## config.mk

```make
export PLATFORM = sky130hd
export DESIGN_NAME = jtag_id_user_register_flat
export DESIGN_NICKNAME = d
export VERILOG_FILES = /design/src/rtl/jtag_id_user_register_if.sv /design/src/rtl/jtag_id_user_register.sv /design/src/flat_wrapper.sv
export SDC_FILE = /design/constraint.sdc
export NUM_CORES = 1
export LEC_CHECK = 0
export ABC_AREA = 1
export BUFFER_PORTS_ARGS = -buffer_cell sky130_fd_sc_hd__buf_2
export CAP_MARGIN = 10
export CORE_MARGIN = 2
export CORE_UTILIZATION = 52
export CTS_CLUSTER_SIZE = 8
export DETAILED_ROUTE_END_ITERATION = 8
export GPL_ROUTABILITY_DRIVEN = 0
export PLACE_DENSITY_LB_ADDON = 0.05
export SKIP_CTS_REPAIR_TIMING = 1
export SYNTH_ARGS = -nofsm -noshare
export SYNTH_HDL_FRONTEND = slang
export SYNTH_SLANG_ARGS = --single-unit
```

## constraint.sdc

```tcl
create_clock -name tck -period 2.23 [get_ports tck]
set_input_delay 0.446 -clock tck [delete_from_list [all_inputs] [get_ports tck]]
set_output_delay 0.446 -clock tck [all_outputs]
set_load 0.02 [all_outputs]
```

## src/rtl/jtag_id_user_register_if.sv

```systemverilog
// TAP-side bundle for the identification/USERCODE data register: DR-state
// qualifiers, instruction selects and serial data in, plus the register's observable outputs.
interface jtag_id_user_register_if #(
  parameter int WIDTH = 32,
  parameter int CNTW  = $clog2(WIDTH + 2)
);
  logic             tdi;
  logic             captureDR;
  logic             shiftDR;
  logic             updateDR;
  logic             select_id;
  logic             select_user;
  logic             user_wr;
  logic             tdo;
  logic [WIDTH-1:0] usercode;
  logic [CNTW-1:0]  shift_count;
  logic             length_err;

  modport master (
    output tdi, captureDR, shiftDR, updateDR, select_id, select_user, user_wr,
    input  tdo, usercode, shift_count, length_err
  );

  modport slave (
    input  tdi, captureDR, shiftDR, updateDR, select_id, select_user, user_wr,
    output tdo, usercode, shift_count, length_err
  );
endinterface

```

## src/rtl/jtag_id_user_register.sv

```systemverilog
// JTAG IDCODE/USERCODE data register, shifted LSB-first on tck.
// Define USERCODE_EN to enable USERCODE programming with shift-length checking.
module jtag_id_user_register #(
  parameter int               WIDTH        = 32,
  parameter logic [WIDTH-1:0] DEVICE_ID    = WIDTH'(32'h1234_5679),
  parameter logic [WIDTH-1:0] USERCODE_RST = WIDTH'(32'h0000_0001),
  parameter int               CNTW         = $clog2(WIDTH + 2)
) (
  input  logic                     tck,
  input  logic                     trst,
  jtag_id_user_register_if.slave   bus
);

  localparam logic [CNTW-1:0] CNT_MAX = '1;

  if (WIDTH < 2 || DEVICE_ID[0] != 1'b1) begin : g_param_check
    $error("jtag_id_user_register: WIDTH must be >= 2 and DEVICE_ID[0] must be 1");
  end

  logic [WIDTH-1:0] shift_reg;
  logic [WIDTH-1:0] capture_word;
  logic [CNTW-1:0]  shift_count;
  logic             active;
  logic             capture_en;
  logic             shift_en;

  assign active     = bus.select_id | bus.select_user;
  assign capture_en = bus.captureDR & active;
  assign shift_en   = bus.shiftDR & active & ~bus.captureDR;

`ifdef USERCODE_EN
  logic [WIDTH-1:0] usercode_q;
  logic             length_err_q;
  logic             update_en;

  // Update only acts when no higher-priority qualifier is also asserted.
  assign update_en = bus.updateDR & bus.select_user & bus.user_wr & ~bus.select_id
                   & ~bus.captureDR & ~bus.shiftDR;
  assign capture_word = bus.select_id ? DEVICE_ID : usercode_q;

  always_ff @(posedge tck or negedge trst) begin
    if (!trst) begin
      usercode_q   <= USERCODE_RST;
      length_err_q <= 1'b0;
    end else if (capture_en) begin
      length_err_q <= 1'b0;
    end else if (update_en) begin
      if (shift_count == CNTW'(WIDTH)) usercode_q <= shift_reg;
      else                             length_err_q <= 1'b1;
    end
  end

  assign bus.usercode   = usercode_q;
  assign bus.length_err = length_err_q;
`else
  logic unused_update_inputs;

  assign unused_update_inputs = bus.updateDR ^ bus.user_wr;
  assign capture_word         = bus.select_id ? DEVICE_ID : USERCODE_RST;
  assign bus.usercode         = USERCODE_RST;
  assign bus.length_err       = 1'b0;
`endif

  // Count saturates so an over-long shift can never alias back to WIDTH.
  always_ff @(posedge tck or negedge trst) begin
    if (!trst) begin
      shift_reg   <= DEVICE_ID;
      shift_count <= '0;
    end else if (capture_en) begin
      shift_reg   <= capture_word;
      shift_count <= '0;
    end else if (shift_en) begin
      shift_reg <= {bus.tdi, shift_reg[WIDTH-1:1]};
      if (shift_count != CNT_MAX) shift_count <= shift_count + 1'b1;
    end
  end

  assign bus.tdo         = shift_reg[0];
  assign bus.shift_count = shift_count;

  a_idcode_lsb : assert property (@(posedge tck) disable iff (!trst)
    (bus.captureDR && bus.select_id) |=> shift_reg[0]);

endmodule

```

## src/flat_wrapper.sv

```systemverilog
// flat-port wrapper written by rule: the top's interface ports become plain ports
module jtag_id_user_register_flat 
#(
  parameter int               WIDTH        = 32,
  parameter logic [WIDTH-1:0] DEVICE_ID    = WIDTH'(32'h1234_5679),
  parameter logic [WIDTH-1:0] USERCODE_RST = WIDTH'(32'h0000_0001),
  parameter int               CNTW         = $clog2(WIDTH + 2)
)
  (tck, trst, bus_tdi, bus_captureDR, bus_shiftDR, bus_updateDR, bus_select_id, bus_select_user, bus_user_wr, bus_tdo, bus_usercode, bus_shift_count, bus_length_err);
  jtag_id_user_register_if #(.WIDTH(WIDTH), .CNTW(CNTW)) bus_i ();
  input  logic tck;
  input  logic trst;
  input wire logic [$bits(bus_i.tdi)-1:0] bus_tdi;
  input wire logic [$bits(bus_i.captureDR)-1:0] bus_captureDR;
  input wire logic [$bits(bus_i.shiftDR)-1:0] bus_shiftDR;
  input wire logic [$bits(bus_i.updateDR)-1:0] bus_updateDR;
  input wire logic [$bits(bus_i.select_id)-1:0] bus_select_id;
  input wire logic [$bits(bus_i.select_user)-1:0] bus_select_user;
  input wire logic [$bits(bus_i.user_wr)-1:0] bus_user_wr;
  output wire logic [$bits(bus_i.tdo)-1:0] bus_tdo;
  output wire logic [$bits(bus_i.usercode)-1:0] bus_usercode;
  output wire logic [$bits(bus_i.shift_count)-1:0] bus_shift_count;
  output wire logic [$bits(bus_i.length_err)-1:0] bus_length_err;
  assign bus_i.tdi = bus_tdi;
  assign bus_i.captureDR = bus_captureDR;
  assign bus_i.shiftDR = bus_shiftDR;
  assign bus_i.updateDR = bus_updateDR;
  assign bus_i.select_id = bus_select_id;
  assign bus_i.select_user = bus_select_user;
  assign bus_i.user_wr = bus_user_wr;
  assign bus_tdo = bus_i.tdo;
  assign bus_usercode = bus_i.usercode;
  assign bus_shift_count = bus_i.shift_count;
  assign bus_length_err = bus_i.length_err;
  jtag_id_user_register #(.WIDTH(WIDTH), .DEVICE_ID(DEVICE_ID), .USERCODE_RST(USERCODE_RST), .CNTW(CNTW)) u_core (.tck(tck), .trst(trst), .bus(bus_i));
endmodule
```

==> impl_summary.md, run 1 <==
Timing
The final critical-path share of the clock period is between 60% and 70%. The transition at the pin with the smallest max-transition slack is ~0.72 ns. The number of hold violations in the final report came to 0. The worst path in the final design needs a cycle of about 1.5 ns, including I/O delays and setup. Setup repair after global routing left no endpoint under its margin. The upper clock frequency limit is between 600 and 700 MHz. Once routing completed, OpenROAD measured the worst setup slack at 0.7276 ns. Clock skew on the completed layout was measured at 0.003502 ns.

The worst max-slew margin expressed relative to the limit is a little over half. Setup violations remaining at the end of the flow were counted as 0. The final count of pins violating max slew is 0.

The final total negative setup slack is 0 ns.

Logic synthesis
The number of enable-type register cells in the synthesized netlist is 0. Among all flip-flop cells after synthesis, the most frequent one is sky130_fd_sc_hd__dfrtp_1. The synthesized area per cell is approximately 8 µm². Summing the areas of all fa, ha and maj instances in the mapped netlist gives 0.6227% of the synthesized area. In the synthesized netlist, mux cells make up 0% of the area. By area, the combinational part of the netlist is dominated by simple AND/OR/NAND/NOR gates. Yosys printed 0 warnings. After Yosys synthesis, XOR and XNOR cells account for 0% of the synthesized area.

The mapped cell area is 2009 µm². Counting flops with an async set or reset pin after synthesis yields a share of 100.0%. Counting flops and latches in the post-synthesis netlist gives 38.

The synthesized netlist devotes under 10% of its cell area to compound gates. Yosys mapped the design onto 22 distinct sky130hd cell types. Sequential cells were found to cover about half of the synthesized design area. The number of instances in the synthesized netlist is 250. Of the total synthesized cell area, the portion taken by AND, OR, NAND and NOR gates is approximately 30%.

Worst setup path
The top fanout value on the critical path is 20. The setup slack on the worst flop-to-flop path is 0.90 ns. The type of the worst setup path is in2reg.

The critical path launch point type is an input port. The number of cells traversed by the worst register-to-register path is 7. The worst register-to-register path begins at u_core.bus.shift_count[0]$_DFFE_PN0P_. At the worst endpoint, the arrival time is approximately 1.7 ns. The required time reported for the critical path endpoint is ~2.4 ns. The kind of end point of the critical path is a flop. The endpoint identified for the worst register-to-register timing path is u_core.bus.shift_count[2]$_DFFE_PN0P_.

Finish
From synthesis to final layout, the design area changed by 4.234%. The count of nets after finishing is between 200 and 300. The multi-input gate area in the final layout is a little under 800 µm². The number of antenna diodes in the final layout is 0. After filler insertion, the fill cell instance count of the layout stands at between 300 and 400. The sequential cells in the finished layout cover a total of around 970 µm².

Cells with a size suffix above 1 make up around 17% of the layout. The register with the most flip-flops in the layout has 32 of them.

Global routing
The maximum number of pins on one net before global-route repair is 25. The wire length of the first global-routing pass is roughly 6000 µm. The total global routing overflow is 0. The initial antenna violation count is 0. The via count of the first global-routing pass is 1,360. Global routing used 18.86% of the available tracks.

Clock tree
Clock tree synthesis inserted a total of 5 buffers. Clock-pin slew was measured on the worst setup and hold paths at about 0.070 ns. The clock latency on the worst-skew pair is about 0.28 ns.

Counting along the longest clock path gives a buffer depth of 2. The count of H-tree levels built during CTS is 2. In this run the clock root is driven by a sky130_fd_sc_hd__clkbuf_8.

TritonCTS built the clock tree. CTS saw 38 sinks.

Route
The remaining antenna violation count is 0. The per-cell routed wire length is 11.21 µm. In the routed design, unresolved DRC markers number 0. After detailed routing, the number of vias per cell comes to 4.682.

The first-pass iteration count of the detailed router is 4. The final layout contains routed wiring with a total length of 3519 µm. The DRC marker count from the first detailed-route iteration is 85. Detailed routing inserted a total of ~1,500 vias.

Placement
At the placement stage, the worst setup path has a slack of 0.3886 ns. Buffers placed on the I/O ports in this run total 13. The wire-length estimate of the detail-placed layout is approximately 2400 µm.

Floorplan
Pin placement for this block handled about 50 I/O pins. The die covers roughly 4400 µm². The initial standard-cell utilization of the core is between 50 and 60%. The floorplan has 22 rows. The horizontal die dimension is ~66 µm. The core region area is around 3700 µm². The height of the die is between 60 and 70 µm.

Power and ir drop
The combinational share of power is 15.0%. The internal power of the cells totals between 1000 and 1500 µW. Summed over all nets, the switching power comes to around 460 µW. The total power is ~1600 µW.

The clock network burns a little over a third of the power. The switching share of power is between 20% and 30%. The leakage power summed over all cells is roughly 0.0012 µW. IR analysis of the VDD net gives a maximum drop of ~0.44 mV.

Per report_power, the sequential group accounts for between 40% and 50% of the total. Dividing total power by cell area gives a power density of 776.3 nW/µm².

Job
Across the run, the number of max-cap violations was 0.

Run status
The flow ran to the end, and the final reports show no timing, DRC or antenna violations.

Hold path
The worst hold path belongs to the class in2async.
[power groups by stage]
stage                     combinational [µW]  clock (µW)  sequential (µW)
after floorplan                          218           0              830
after global placement                   246           0              821
after detailed placement                 249           0              822
after CTS                                249         590              809
after global routing                     281         624              819
final                                    244         572              810
[kinds of logic (layout without fill, tap and decap cells)]
family / Yosys count / in the layout
DFF: 38 / 38
other: 2 / 33
adders and majority gates: 1 / 1
AOI/OAI and AO/OA: 10 / 10
buffers and inverters: 57 / 42
and+or+nand+nor: 142 / 142
[synthesized netlist by cell type (all sizes together), types with 2 or more instances]
cell type / n / area, µm²
nand2: 88 / 342.8
buf: 41 / 306.5
nand3: 36 / 180.2
dfrtp: 24 / 600.6
nor2: 16 / 67.56
inv: 15 / 56.30
dfstp: 14 / 367.9
o21ai: 8 / 40.03
conb: 2 / 7.510
[metal layers]
| metal | GRT usage (%) | wire [µm] | up-vias |
|---|---|---|---|
| met5 | 0 | 0 | - |
| met4 | 7.653 | 49 | 0 |
| met3 | 5.963 | 168 | 6 |
| met2 | 29.38 | 1577 | 37 |
| met1 | 24.31 | 1723 | 680 |
| li1 | - | - | 747 |
[how the worst max path moves through the flow]
stage / from / end / depth (start not counted)
floorplan: u_core.bus.shift_count[0]$_DFFE_PN0P_ / u_core.bus.shift_count[2]$_DFFE_PN0P_ / 7
global placement: bus_select_id / u_core.shift_reg[24]$_DFFE_PN0P_ / 6
detailed placement: bus_select_id / u_core.shift_reg[24]$_DFFE_PN0P_ / 6
CTS: bus_select_id / u_core.shift_reg[24]$_DFFE_PN0P_ / 6
global route: bus_select_id / u_core.shift_reg[24]$_DFFE_PN0P_ / 6
finish: bus_select_id / u_core.shift_reg[17]$_DFFE_PN0P_ / 6
[placed cells by master, fill, tap and decap left out, types with 2 or more instances in the layout]
cell / synthesis / routed
sky130_fd_sc_hd__buf_2: 5 / 13
sky130_fd_sc_hd__buf_4: 33 / 6
sky130_fd_sc_hd__clkbuf_8: 0 / 5
sky130_fd_sc_hd__clkinv_2: 0 / 2
sky130_fd_sc_hd__conb_1: 2 / 33
sky130_fd_sc_hd__dfrtp_1: 24 / 24
sky130_fd_sc_hd__dfstp_2: 14 / 14
sky130_fd_sc_hd__inv_1: 14 / 14
sky130_fd_sc_hd__nand2_1: 85 / 85
sky130_fd_sc_hd__nand2_2: 2 / 2
sky130_fd_sc_hd__nand3_1: 36 / 36
sky130_fd_sc_hd__nor2_1: 15 / 15
sky130_fd_sc_hd__o21ai_0: 7 / 7
[stage by stage]
stage	area (µm²)	std cells	hold WS, ns	util, %
floorplan	2126	281	0.1504	-
global placement	1986	306	0.4223	53.83
detailed placement	1986	306	0.4258	53.83
CTS	2095	314	0.1148	56.78
global route	2095	314	0.1351	56.78
finish	2095	314	0.1007	56.78
[final cells by class]
type                       instances  share of cell area, %
sequential                        38                  46.24
multi-input combinational        186                  37.75
tap                               48                  2.867
clock buffer                       5                  3.286
timing repair buffer              19                  5.257
clock inverter                     3                  1.912
inverter                          15                  2.688
[worst max-delay path, cell delays in order]
cell and delay [ns]:
sky130_fd_sc_hd__buf_2 0.10, sky130_fd_sc_hd__nor2_1 0.07, sky130_fd_sc_hd__nor2_1 0.55, sky130_fd_sc_hd__buf_4 0.35, sky130_fd_sc_hd__nand2_1 0.07, sky130_fd_sc_hd__a21oi_1 0.12
Note: power is estimated with default switching activity, not from simulation.
==> run 2: changes to the inputs <==
--- a/config.mk
+++ b/config.mk
@@ -5,11 +5,11 @@
 export SDC_FILE = /design/constraint.sdc
 export NUM_CORES = 1
 export LEC_CHECK = 0
-export ABC_AREA = 1
+export ABC_AREA = 0
 export BUFFER_PORTS_ARGS = -buffer_cell sky130_fd_sc_hd__buf_2
 export CAP_MARGIN = 10
 export CORE_MARGIN = 2
-export CORE_UTILIZATION = 52
+export CORE_UTILIZATION = 50
 export CTS_CLUSTER_SIZE = 8
 export DETAILED_ROUTE_END_ITERATION = 8
 export GPL_ROUTABILITY_DRIVEN = 0
==> constraint.sdc (replaced) <==
create_clock -name tck -period 1.22 [get_ports tck]
set_input_delay 0.244 -clock tck [delete_from_list [all_inputs] [get_ports tck]]
set_output_delay 0.244 -clock tck [all_outputs]
set_load 0.02 [all_outputs]
==> impl_summary.md, run 2 <==
Run status
Run status: finished with violations (was finished, final reports clean). The final reports fail on setup timing.

Clock tree
The number of clock buffers inserted by TritonCTS is 5 (unchanged). The total clock sinks was 38 (unchanged). The deepest clock path buffer count was 2 (unchanged). The clock tree root buffer cell is sky130_fd_sc_hd__clkbuf_8 (unchanged).

The clock tree from TritonCTS is built (unchanged). The clock latency on the worst-skew pair was 0.29 ns (was 0.28 ns). The post-CTS clock slew at the launch and capture registers of the worst setup and hold paths is 0.08 ns (was 0.07 ns). The count of H-tree levels built during CTS is 2 (unchanged).

Route
The total length of routed wires came to 4690 µm (was 3519 µm). The per-cell routed wire length is 13.75 µm (was 11.21 µm). The detailed-route DRC error count is 0 (unchanged). The number of vias per cell after detailed routing is 5.331 (was 4.682). The via count was 1,818 (was 1,470). The remaining antenna violation count is 0 (unchanged). The first-pass iteration count of the detailed router came to 4 (unchanged). The DRC marker count from the first detailed-route iteration was 98 (was 85).

Floorplan
The initial standard-cell utilization of the core is 51.49% (was 54.48%). The I/O pin total is 49 (unchanged). The height of the die is 73.28 µm (was 66.17 µm). The area of the die is 5370 µm² (was 4378 µm²). The horizontal die dimension came to 73.28 µm (was 66.17 µm).

The number of core rows is 25 (was 22). The core region area is 4661 µm² (was 3689 µm²).

Global routing
The total global-route track usage was 18.81% (was 18.86%). The total global routing overflow is 0 (unchanged). The wire length of the first global-routing pass is 7831 µm (was 6113 µm). The maximum number of pins on one net before global-route repair is 45 (was 25). The via count of the first global-routing pass is 1,671 (was 1,360). The initial antenna violation count is 0 (unchanged).

Logic synthesis
The part of the Yosys area used for sequential elements is 40.35% (was 48.19%). The most common cell in the netlist is sky130_fd_sc_hd__buf_4 (was sky130_fd_sc_hd__nand2_1). The mapped cell area is 2400 µm² (was 2009 µm²). The number of synthesized register bits is 38 (unchanged). The number of enable-type register cells in the synthesized netlist came to 0 (unchanged). The portion of synthesized cell area occupied by the leading cell type came to 25.03% (was 29.89%). The async set-or-reset flop fraction in the synthesized netlist came to 100.0% (unchanged).

The synthesized area per cell is 8.855 µm² (was 8.038 µm²). The count of yosys warnings during synthesis is 0 (unchanged). The flip-flop cell with the highest count after synthesis is sky130_fd_sc_hd__dfrtp_1 (unchanged). Top post-synthesis cells by area: sky130_fd_sc_hd__dfrtp_1 25%, sky130_fd_sc_hd__dfstp_2 15%, sky130_fd_sc_hd__buf_4 11%, sky130_fd_sc_hd__nor2b_1 6.5%, sky130_fd_sc_hd__a21oi_1 6.5% (was sky130_fd_sc_hd__dfrtp_1 30%, sky130_fd_sc_hd__dfstp_2 18%, sky130_fd_sc_hd__nand2_1 16%, sky130_fd_sc_hd__buf_4 12%, sky130_fd_sc_hd__nand3_1 9.0%).

The leading area contributor after synthesis is sky130_fd_sc_hd__dfrtp_1 (unchanged). The number of instances in the synthesized netlist is 271 (was 250). Commonest cells post-synth: 35 x sky130_fd_sc_hd__buf_4, 31 x sky130_fd_sc_hd__a21oi_1, 29 x sky130_fd_sc_hd__o21ai_0, 25 x sky130_fd_sc_hd__nor2b_1, 24 x sky130_fd_sc_hd__dfrtp_1 (was 85 x sky130_fd_sc_hd__nand2_1, 36 x sky130_fd_sc_hd__nand3_1, 33 x sky130_fd_sc_hd__buf_4, 24 x sky130_fd_sc_hd__dfrtp_1, 15 x sky130_fd_sc_hd__nor2_1). The count of unique library cells instantiated by Yosys was 39 (was 22).

Timing
The number of hold violations in the final report is 0 (unchanged). The final count of pins violating max slew is 0 (unchanged). Based on the critical path, the design can be clocked at up to 803.9 MHz. Setup repair after global routing missed its margin: true (was false).

The total of endpoints with negative setup slack in the final report is 3 (was 0). The final critical delay including setup and external delays is 1.244 ns. The largest clock skew in the final design came to 0.004361 ns (was 0.003502 ns).

The final critical-path share of the clock period is 102.0%. The worst hold slack across all endpoints came to 0.2747 ns (was 0.1007 ns). The worst setup slack after layout came to -0.02398 ns (was 0.7276 ns).

Finish
The number of flip-flops under the largest register name came to 32 (unchanged). Leading cell types in the layout, fill and taps excluded: 33 x sky130_fd_sc_hd__conb_1, 30 x sky130_fd_sc_hd__a21oi_1, 29 x sky130_fd_sc_hd__o21ai_0 (was 85 x sky130_fd_sc_hd__nand2_1, 36 x sky130_fd_sc_hd__nand3_1, 33 x sky130_fd_sc_hd__conb_1). The most common cell after layout, fill and taps aside is sky130_fd_sc_hd__conb_1 (was sky130_fd_sc_hd__nand2_1). The number of antenna diodes came to 0 (unchanged). The non-filler instance count after layout was 341 (was 314). The count of nets after finishing is 296 (was 275). The share of final-layout standard cells stronger than drive strength 1 is 22.65% (was 17.29%).

The synthesis-to-finish area growth came to 11.31% (was 4.234%). The fraction of the core area covered by cells at the end of the flow is 57.32% (was 56.78%).

Power and ir drop
The power per standard cell area came to 1136 nW/µm² (was 776.3 nW/µm²). The total power is 3034 µW (was 1626 µW). The leakage power summed over all cells is 0.001221 µW (was 0.001163 µW). The worst vdd rail ir drop is 0.7180 mV (was 0.4357 mV).

Placement
The setup slack at placement was -0.02239 ns (was 0.3886 ns). The placed wire-length estimate after detailed placement is 2868 µm (was 2422 µm). The count of input and output buffers is 13 (unchanged). The number of placed instances, taps included is 329 (was 306).

Worst setup path
The cell type group with the largest total delay on the critical path was flip-flops (was simple AND/OR/NAND/NOR gates). The type of the worst setup path is reg2out (was in2reg). Chain of cells forming the critical path: buf_6 > buf_6 (was buf_2 > nor2_1 > nor2_1 > buf_4 > nand2_1 > a21oi_1). The critical path buffer and inverter count is 2 (unchanged). The cell type of the slowest stage on the worst timing path was sky130_fd_sc_hd__dfrtp_2 (was sky130_fd_sc_hd__nor2_1). The required time reported for the critical path endpoint is 0.98 ns (was 2.44 ns). The delay of the slowest cell on the worst path came to 0.44 ns (was 0.55 ns). The kind of end point of the critical path is a primary output (was flop). The most used cell along the critical path is sky130_fd_sc_hd__buf_6 (was sky130_fd_sc_hd__nor2_1).

The critical path launch point type was a flop (was input port). The top fanout value on the critical path is 8 (was 20). The signal arrival time at the worst endpoint came to 1.00 ns (was 1.72 ns).

Hold path
The kind of path behind the tightest hold check is in2reg (was in2async).

Job
The number of maximum-capacitance violations is 0 (unchanged).
## run 2: cell count changes after synthesis, sizes merged, moves of 13 or more
cell   before  now
a22oi       0   13
a21oi       1   31
nand2      88   19
o21ai       8   32
a21o        0   13
nor2b       0   25
nand3      36    2
## run 2: path summary, 6_finish.rpt
path	cells past startpoint	end	from	slack, ns
min	3	u_core.shift_reg[31]$_DFFE_PN0P_	bus_tdi	0.27
max reg2reg	4	u_core.bus.shift_count[0]$_DFFE_PN0P_	u_core.bus.shift_count[1]$_DFFE_PN0P_	0.01
max	2	bus_shift_count[2]	u_core.bus.shift_count[2]$_DFFE_PN0P_	-0.02
min in group asynchronous	3	u_core.shift_reg[23]$_DFFE_PN0P_	trst	0.44
min reg2reg	2	u_core.shift_reg[30]$_DFFE_PN0P_	u_core.shift_reg[30]$_DFFE_PN0P_	0.51
max in group asynchronous	3	u_core.shift_reg[4]$_DFFE_PN1P_	trst	0.51
## run 2: report_power, final
part	switching, µW	total (µW)	internal, µW
Sequential	92.5	1500	1410
Combinational	362	618	256
Clock	459	913	454
Total	913	3030	2120
## run 2: cell type report
class                   count  area, µm²
fillers                   425       1989
inverters                   4      15.01
flip-flops and latches     38      973.4
clock buffers               6      82.58
repair buffers             32      321.6
multi-input cells         205       1199
well taps                  54      67.56
clock inverters             2      12.51
## run 2: cell families (layout without fill, tap and decap cells)
logic type / count (synthesis) / in the layout / synth area share, %
compound gates: 107 / 107 / 27.84
simple gates: 64 / 64 / 14.76
buf+inv: 59 / 44 / 16.21
flops: 38 / 38 / 40.35
other cells: 2 / 33 / 0.3129
fa+ha+maj: 1 / 1 / 0.5213
## run 2: per-stage QoR
stage               TNS [ns]  cell area, µm²
detailed placement  -0.02239            2487
floorplan           -0.07955            2541
global route         -0.3555            2671
global placement           0            2487
finish              -0.03365            2671
CTS                  -0.3277            2582
## run 2: tightest hold or removal path: cells and delay by family
| family | cells | cell delay [ns] |
|---|---|---|
| compound gates | 2 | 0.20 |
| buf+inv | 1 | 0.08 |
## run 2: routing by layer
metal / global-route usage, % / routed length, µm
met2: 30.53 / 2321
met4: 5.350 / 44
met3: 4.527 / 191
met1: 25.09 / 2133
met5: 0 / 0
